### config.mk
export PLATFORM = sky130hd
export DESIGN_NAME = cdc_reset_seq
export DESIGN_NICKNAME = d
export VERILOG_FILES = /design/src/rtl/cdc_reset_pkg.sv /design/src/rtl/cdc_reset_sync.sv /design/src/rtl/cdc_reset_seq.sv
export SDC_FILE = /design/constraint.sdc
export NUM_CORES = 1
export LEC_CHECK = 0
export CAP_MARGIN = 25
export CORE_UTILIZATION = 50
export DETAILED_ROUTE_END_ITERATION = 16
export PLACE_DENSITY = 0.79
export REMOVE_ABC_BUFFERS = 1
export SYNTH_ARGS = -nofsm -noshare
export SYNTH_HDL_FRONTEND = slang
export SYNTH_SLANG_ARGS = --single-unit
### constraint.sdc
create_clock -name clk_dst -period 0.8 [get_ports clk_dst]
set_input_delay 0.12 -clock clk_dst [delete_from_list [all_inputs] [get_ports clk_dst]]
set_output_delay 0.12 -clock clk_dst [all_outputs]
set_load 0.01 [all_outputs]
### src/rtl/cdc_reset_pkg.sv
// Shared types and limits for the cdc_reset_seq reset sequencer.
// Optional sw_reset request counter is enabled with CDC_RESET_SEQ_CNT_EN.
package cdc_reset_pkg;

  localparam int unsigned NUM_CH_MIN   = 1;
  localparam int unsigned NUM_CH_MAX   = 16;
  localparam int unsigned SYNC_FF_MIN  = 2;
  localparam int unsigned SYNC_FF_MAX  = 10;
  localparam int unsigned HOLD_CYC_MIN = 1;
  localparam int unsigned STEP_CYC_MIN = 1;
  localparam int unsigned RST_CNT_W    = 8;

  typedef enum logic [1:0] {
    ST_HOLD = 2'd0,
    ST_GATE = 2'd1,
    ST_STEP = 2'd2,
    ST_RUN  = 2'd3
  } seq_state_e;

  function automatic int unsigned max_u(input int unsigned a, input int unsigned b);
    return (a > b) ? a : b;
  endfunction

endpackage

### src/rtl/cdc_reset_sync.sv
// Reset synchroniser: asserts asynchronously, deasserts after SYNC_FF edges of clk_dst.
module cdc_reset_sync
  import cdc_reset_pkg::*;
#(
  parameter int unsigned SYNC_FF = 4
) (
  input  logic clk_dst,
  input  logic reset,
  output logic rst_sync
);

  if (SYNC_FF < SYNC_FF_MIN || SYNC_FF > SYNC_FF_MAX) begin : g_bad_sync_ff
    $error("cdc_reset_sync: SYNC_FF out of range");
  end

  (* ASYNC_REG = "TRUE" *) logic [SYNC_FF-1:0] chain_q;

  always_ff @(posedge clk_dst or posedge reset) begin
    if (reset) begin
      chain_q <= '1;
    end else begin
      chain_q <= {chain_q[SYNC_FF-2:0], 1'b0};
    end
  end

  assign rst_sync = chain_q[SYNC_FF-1];

endmodule

### src/rtl/cdc_reset_seq.sv
// Reset synchroniser and sequencer: stretches reset, waits for rel_ok, then releases
// rst_out bits in index order. Define CDC_RESET_SEQ_CNT_EN to add the rst_cnt output.
module cdc_reset_seq
  import cdc_reset_pkg::*;
#(
  parameter int unsigned NUM_CH   = 3,
  parameter int unsigned SYNC_FF  = 4,
  parameter int unsigned HOLD_CYC = 16,
  parameter int unsigned STEP_CYC = 8
) (
  input  logic                 clk_dst,
  input  logic                 reset,
  input  logic                 sw_reset,
  input  logic                 rel_ok,
  output logic [NUM_CH-1:0]    rst_out,
  output logic                 seq_done
`ifdef CDC_RESET_SEQ_CNT_EN
  ,
  output logic [RST_CNT_W-1:0] rst_cnt
`endif
);

  localparam int unsigned CNT_W    = $clog2(max_u(HOLD_CYC, STEP_CYC) + 1);
  localparam int unsigned IDX_W    = (NUM_CH > 1) ? $clog2(NUM_CH) : 1;
  localparam int unsigned LAST_IDX = (NUM_CH > 1) ? (NUM_CH - 2) : 0;

  if (NUM_CH < NUM_CH_MIN || NUM_CH > NUM_CH_MAX) begin : g_bad_num_ch
    $error("cdc_reset_seq: NUM_CH out of range");
  end
  if (SYNC_FF < SYNC_FF_MIN || SYNC_FF > SYNC_FF_MAX) begin : g_bad_sync_ff
    $error("cdc_reset_seq: SYNC_FF out of range");
  end
  if (HOLD_CYC < HOLD_CYC_MIN) begin : g_bad_hold
    $error("cdc_reset_seq: HOLD_CYC must be at least 1");
  end
  if (STEP_CYC < STEP_CYC_MIN) begin : g_bad_step
    $error("cdc_reset_seq: STEP_CYC must be at least 1");
  end

  logic rst_i;

  cdc_reset_sync #(
    .SYNC_FF (SYNC_FF)
  ) u_sync (
    .clk_dst  (clk_dst),
    .reset    (reset),
    .rst_sync (rst_i)
  );

  seq_state_e        state_q, state_d;
  logic [CNT_W-1:0]  cnt_q, cnt_d;
  logic [IDX_W-1:0]  idx_q, idx_d;
  logic [NUM_CH-1:0] rst_out_q, rst_out_d;
  logic              seq_done_q, seq_done_d;

  always_ff @(posedge clk_dst or posedge rst_i) begin
    if (rst_i) begin
      state_q    <= ST_HOLD;
      cnt_q      <= '0;
      idx_q      <= '0;
      rst_out_q  <= '1;
      seq_done_q <= 1'b0;
    end else begin
      state_q    <= state_d;
      cnt_q      <= cnt_d;
      idx_q      <= idx_d;
      rst_out_q  <= rst_out_d;
      seq_done_q <= seq_done_d;
    end
  end

  // Bits clear in index order, so releasing the next channel is a left shift of zeros.
  always_comb begin
    state_d    = state_q;
    cnt_d      = cnt_q;
    idx_d      = idx_q;
    rst_out_d  = rst_out_q;
    seq_done_d = seq_done_q;

    if (sw_reset) begin
      state_d    = ST_HOLD;
      cnt_d      = '0;
      idx_d      = '0;
      rst_out_d  = '1;
      seq_done_d = 1'b0;
    end else begin
      unique case (state_q)
        ST_HOLD: begin
          if (cnt_q == CNT_W'(HOLD_CYC - 1)) begin
            state_d = ST_GATE;
            cnt_d   = '0;
          end else begin
            cnt_d = cnt_q + CNT_W'(1);
          end
        end
        ST_GATE: begin
          if (rel_ok) begin
            rst_out_d = rst_out_q << 1;
            cnt_d     = '0;
            idx_d     = '0;
            if (NUM_CH == 1) begin
              state_d    = ST_RUN;
              seq_done_d = 1'b1;
            end else begin
              state_d = ST_STEP;
            end
          end
        end
        ST_STEP: begin
          if (cnt_q == CNT_W'(STEP_CYC - 1)) begin
            rst_out_d = rst_out_q << 1;
            cnt_d     = '0;
            if (idx_q == IDX_W'(LAST_IDX)) begin
              state_d    = ST_RUN;
              seq_done_d = 1'b1;
            end else begin
              idx_d = idx_q + IDX_W'(1);
            end
          end else begin
            cnt_d = cnt_q + CNT_W'(1);
          end
        end
        ST_RUN: begin
          state_d = ST_RUN;
        end
        default: begin
          state_d = ST_HOLD;
          cnt_d   = '0;
        end
      endcase
    end
  end

  assign rst_out  = rst_out_q;
  assign seq_done = seq_done_q;

`ifdef CDC_RESET_SEQ_CNT_EN
  // Saturating count of sw_reset rising edges; survives sw_reset, cleared only by reset.
  logic                 sw_q;
  logic                 rise_q;
  logic [RST_CNT_W-1:0] rst_cnt_q;

  always_ff @(posedge clk_dst or posedge reset) begin
    if (reset) begin
      sw_q      <= 1'b0;
      rise_q    <= 1'b0;
      rst_cnt_q <= '0;
    end else begin
      sw_q   <= sw_reset;
      rise_q <= sw_reset & ~sw_q;
      if (rise_q && (rst_cnt_q != '1)) begin
        rst_cnt_q <= rst_cnt_q + RST_CNT_W'(1);
      end
    end
  end

  assign rst_cnt = rst_cnt_q;
`endif

endmodule

==> metrics.md <==
| Metric | Value |
|---|---|
| Outcome | finished, violations left |
| Failing checks | negative setup slack |
| Setup Skew | 4.73 ps |
| Dominant synthesized flop cell | dfrtp_1 |
| Met2 WL post-DR | 1310 µm |
| Met1 wire length | 972 µm |
| Crit-path leading delay family | flip-flops |
| Mapped Avg Cell Area | 10.3 µm² |
| Crit path launch type | flip-flop |
| DRT Wirelength | 2410 µm |
| Maximum vdd ir drop | 2.15 mV |
| Share of the yosys chip area belonging to registers | 45.5% |
| Drt drc | 0 |
| Initial antenna violation count | 0 |
| Commonest cells after routing, fill and taps aside | 28 x buf_4, 10 x dfrtp_1, 7 x dfstp_2 |
| Hold Crit Class | in2async |
| Placeable Area | 1760 µm² |
| Post-synth cell types | 36 |
| Clock share of power | 11.1% |
| First-pass GRT wire length | 3560 µm |
| CP max-delay cell | dfrtp_1 |
| Worst flop-to-flop path endpoint | cnt_q[0]$_DFFE_PP0P_ |
| Worst Path Required | 1040 ps |
| Row Count | 15 |
| Worst-Skew Late Latency | 300 ps |
| Flops & latches, synth | 17 |
| Power share of the combinational group | 61.5% |
| PnR worst setup slack | -857 ps |
| Fmax achieved | 603 MHz |
| Gr ovfl total | 0 |
| Buffer levels on the longest clock path | 2 |
| Cell count of the worst reg-to-reg path | 6 |
| Async SR Flop Fraction | 100% |
| I/O pin cnt | 8 |
| Crit-path max FO | 4 |
| Largest net degree at the start of global routing | 15 |
| CTS H-Tree Depth | 1 |
| CTS tree | yes |
| Antenna cells | 0 |
| Yosys warns | 0 |
| Initial DRC Count | 34 |
| RSZ-0062 raised after global routing | yes |
| Dpl hpwl | 1490 µm |
| Top Layer Used | met4 |
| TritonCTS Buffers | 3 |
| Initial Util | 54.1% |
| Chip Width | 45.7 µm |
| Nets | 142 |
| Pre-antenna DRT Iters | 4 |
| CP cell instances | inv_2, ha_2, o31a_1, buf_4, or3b_1, o21ai_2 |
| Clk slew on worst S/H paths | 110 ps |
| Internal power | 2.70 mW |
| Share of cells above drive strength 1 | 51.5% |
| Die Ht | 45.7 µm |
| Vias per Instance | 5.57 |
| Final Cycle Share | 207% |
| Sink Count | 17 |
| Register share of total power | 27.4% |
| R2R setup slack | -860 ps |
| Design Power | 4.36 mW |
| Pwr dens | 3180 nW/µm² |
| Hold Buf Count CTS | 0 |
| Vias | 863 |
| Placed Cells | 143 |
| Setup-failing EPs final | 17 |
| Input/output buffers | 7 |
| DR WL met3 | 54 µm |
| Antenna-violating nets left | 0 |
| Vias in the first global route | 817 |
| Post-Syn Instances | 93 |
| P_leak | 0.616 nW |
| Post-DP Area | 1190 µm² |
| Final Wtd Congestion | 0.764 |
| Die area | 2090 µm² |
| Worst path arrival time | 1900 ps |
| Area delta synth->final | 43.5% |
| Clock Tree Root | clkbuf_4 |
| Worst r2r src | state_q[1]$_DFFE_PP0P_ |
| CP bufs+invs | 2 |
| Switch share | 38.2% |
| Most common cell after layout, fill and taps aside | buf_4 |
| DR WL/cell | 15.5 µm |
| Final Hold Fails | 0 |
| Finished Layout Cells | 155 |
| GRT Util Overall | 24.7% |
| Max-slew violation count | 0 |
| Post-synth EDFFs | 0 |
| Cell area after layout | 1370 µm² |
| WS Path Type | reg2reg |
| Synthesized area | 955 µm² |
| Max stage delay on crit path | 400 ps |
| Max cap viols | 0 |
| Setup crit end kind | flip-flop |
| Net Sw Power | 1.66 mW |
| Placement Setup Slack | -961 ps |
| Minimum clock period | 1660 ps |
power groups by stage:
stage / Combinational (mW) / Clock (mW) / Sequential [mW]
after global routing: 2.90 / 0.528 / 1.21
after floorplan: 1.15 / 0 / 1.20
after CTS: 2.23 / 0.492 / 1.20
final: 2.68 / 0.484 / 1.19
after detailed placement: 2.00 / 0 / 1.19
after global placement: 1.91 / 0 / 1.18
cell type report:
cell class                 count  area (µm²)
clock inverter                 1        5.00
timing repair buffer          37         302
tap                           25        31.3
multi-input combinational     62         538
clock buffer                   3        22.5
sequential                    17         434
fill                         134         394
inverter                      10        37.5
worst max-delay path by stage:
stage	cells past startpoint	endpoint	from	slack, ps
2_1_floorplan	7	cnt_q[3]$_DFFE_PP0P_	cnt_q[0]$_DFFE_PP0P_	-930
3_3_place_gp	8	cnt_q[3]$_DFFE_PP0P_	cnt_q[0]$_DFFE_PP0P_	-850
3_5_place_dp	8	cnt_q[3]$_DFFE_PP0P_	cnt_q[0]$_DFFE_PP0P_	-960
4_1_cts	7	cnt_q[4]$_DFFE_PP0P_	state_q[1]$_DFFE_PP0P_	-810
5_1_grt	5	rst_out[2]$_DFFE_PP1P_	state_q[1]$_DFFE_PP0P_	-920
6_report	6	cnt_q[0]$_DFFE_PP0P_	state_q[1]$_DFFE_PP0P_	-860
synthesized netlist by cell type, drive strengths merged (2+ instances only):
master | instances | area share (%)
clkbuf | 2 | 0.79
dfstp | 7 | 19
a21boi | 2 | 2.0
a31oi | 3 | 2.0
nand2 | 4 | 1.6
nor2 | 6 | 2.4
dfrtp | 10 | 26
o21ai | 6 | 3.5
a21oi | 3 | 1.6
nand3 | 3 | 1.6
buf | 2 | 2.4
ha | 7 | 9.2
o32ai | 2 | 1.8
nand2b | 5 | 3.3
inv | 10 | 3.9
or3 | 2 | 1.3
a21bo | 2 | 2.1
registers in the layout, summed over array words and instances (netlist names):
name and count:
idx_q 2, u_sync.chain_q 4, cnt_q 5, seq_done 1
state_q 2, rst_out 3
worst register-to-register path, cell delays in order, from the launching register on:
cell and delay (ps):
dfrtp_1 400, inv_2 80, ha_2 200, o31a_1 330
buf_4 160, or3b_1 360, o21ai_2 60
routing by layer:
layer  global-route usage (%)  vias up
li1                         -      401
met3                     2.38        6
met5                        0        -
met4                     12.4        0
met1                     27.9      433
met2                     45.7       23
repair_timing:
| action | CTS | global route |
|---|---|---|
| endpoints found under the setup margin | 17 | 17 |
| resized for setup | 35 | 6 |
| cloned | 0 | 0 |
| pin swaps | 8 | 5 |
| setup buffers | 2 | 6 |
kinds of logic after synthesis:
kind of cell | share of synthesized area [%]
buf+inv | 7.08
compound gates | 19.1
fa+ha+maj | 9.17
other cells | 0.393
mux | 2.23
simple gates | 16.5
flops | 45.5
per-stage QoR:
stage	hold WS, ps	util (%)	setup TNS (ps)
floorplan	75.2	-	-9210
global placement	216	67.5	-10730
detailed placement	224	67.5	-11220
CTS	174	73.7	-10400
global route	207	77.7	-11850
finish	169	77.7	-10900
No activity file was read; power rests on OpenSTA's default activity.
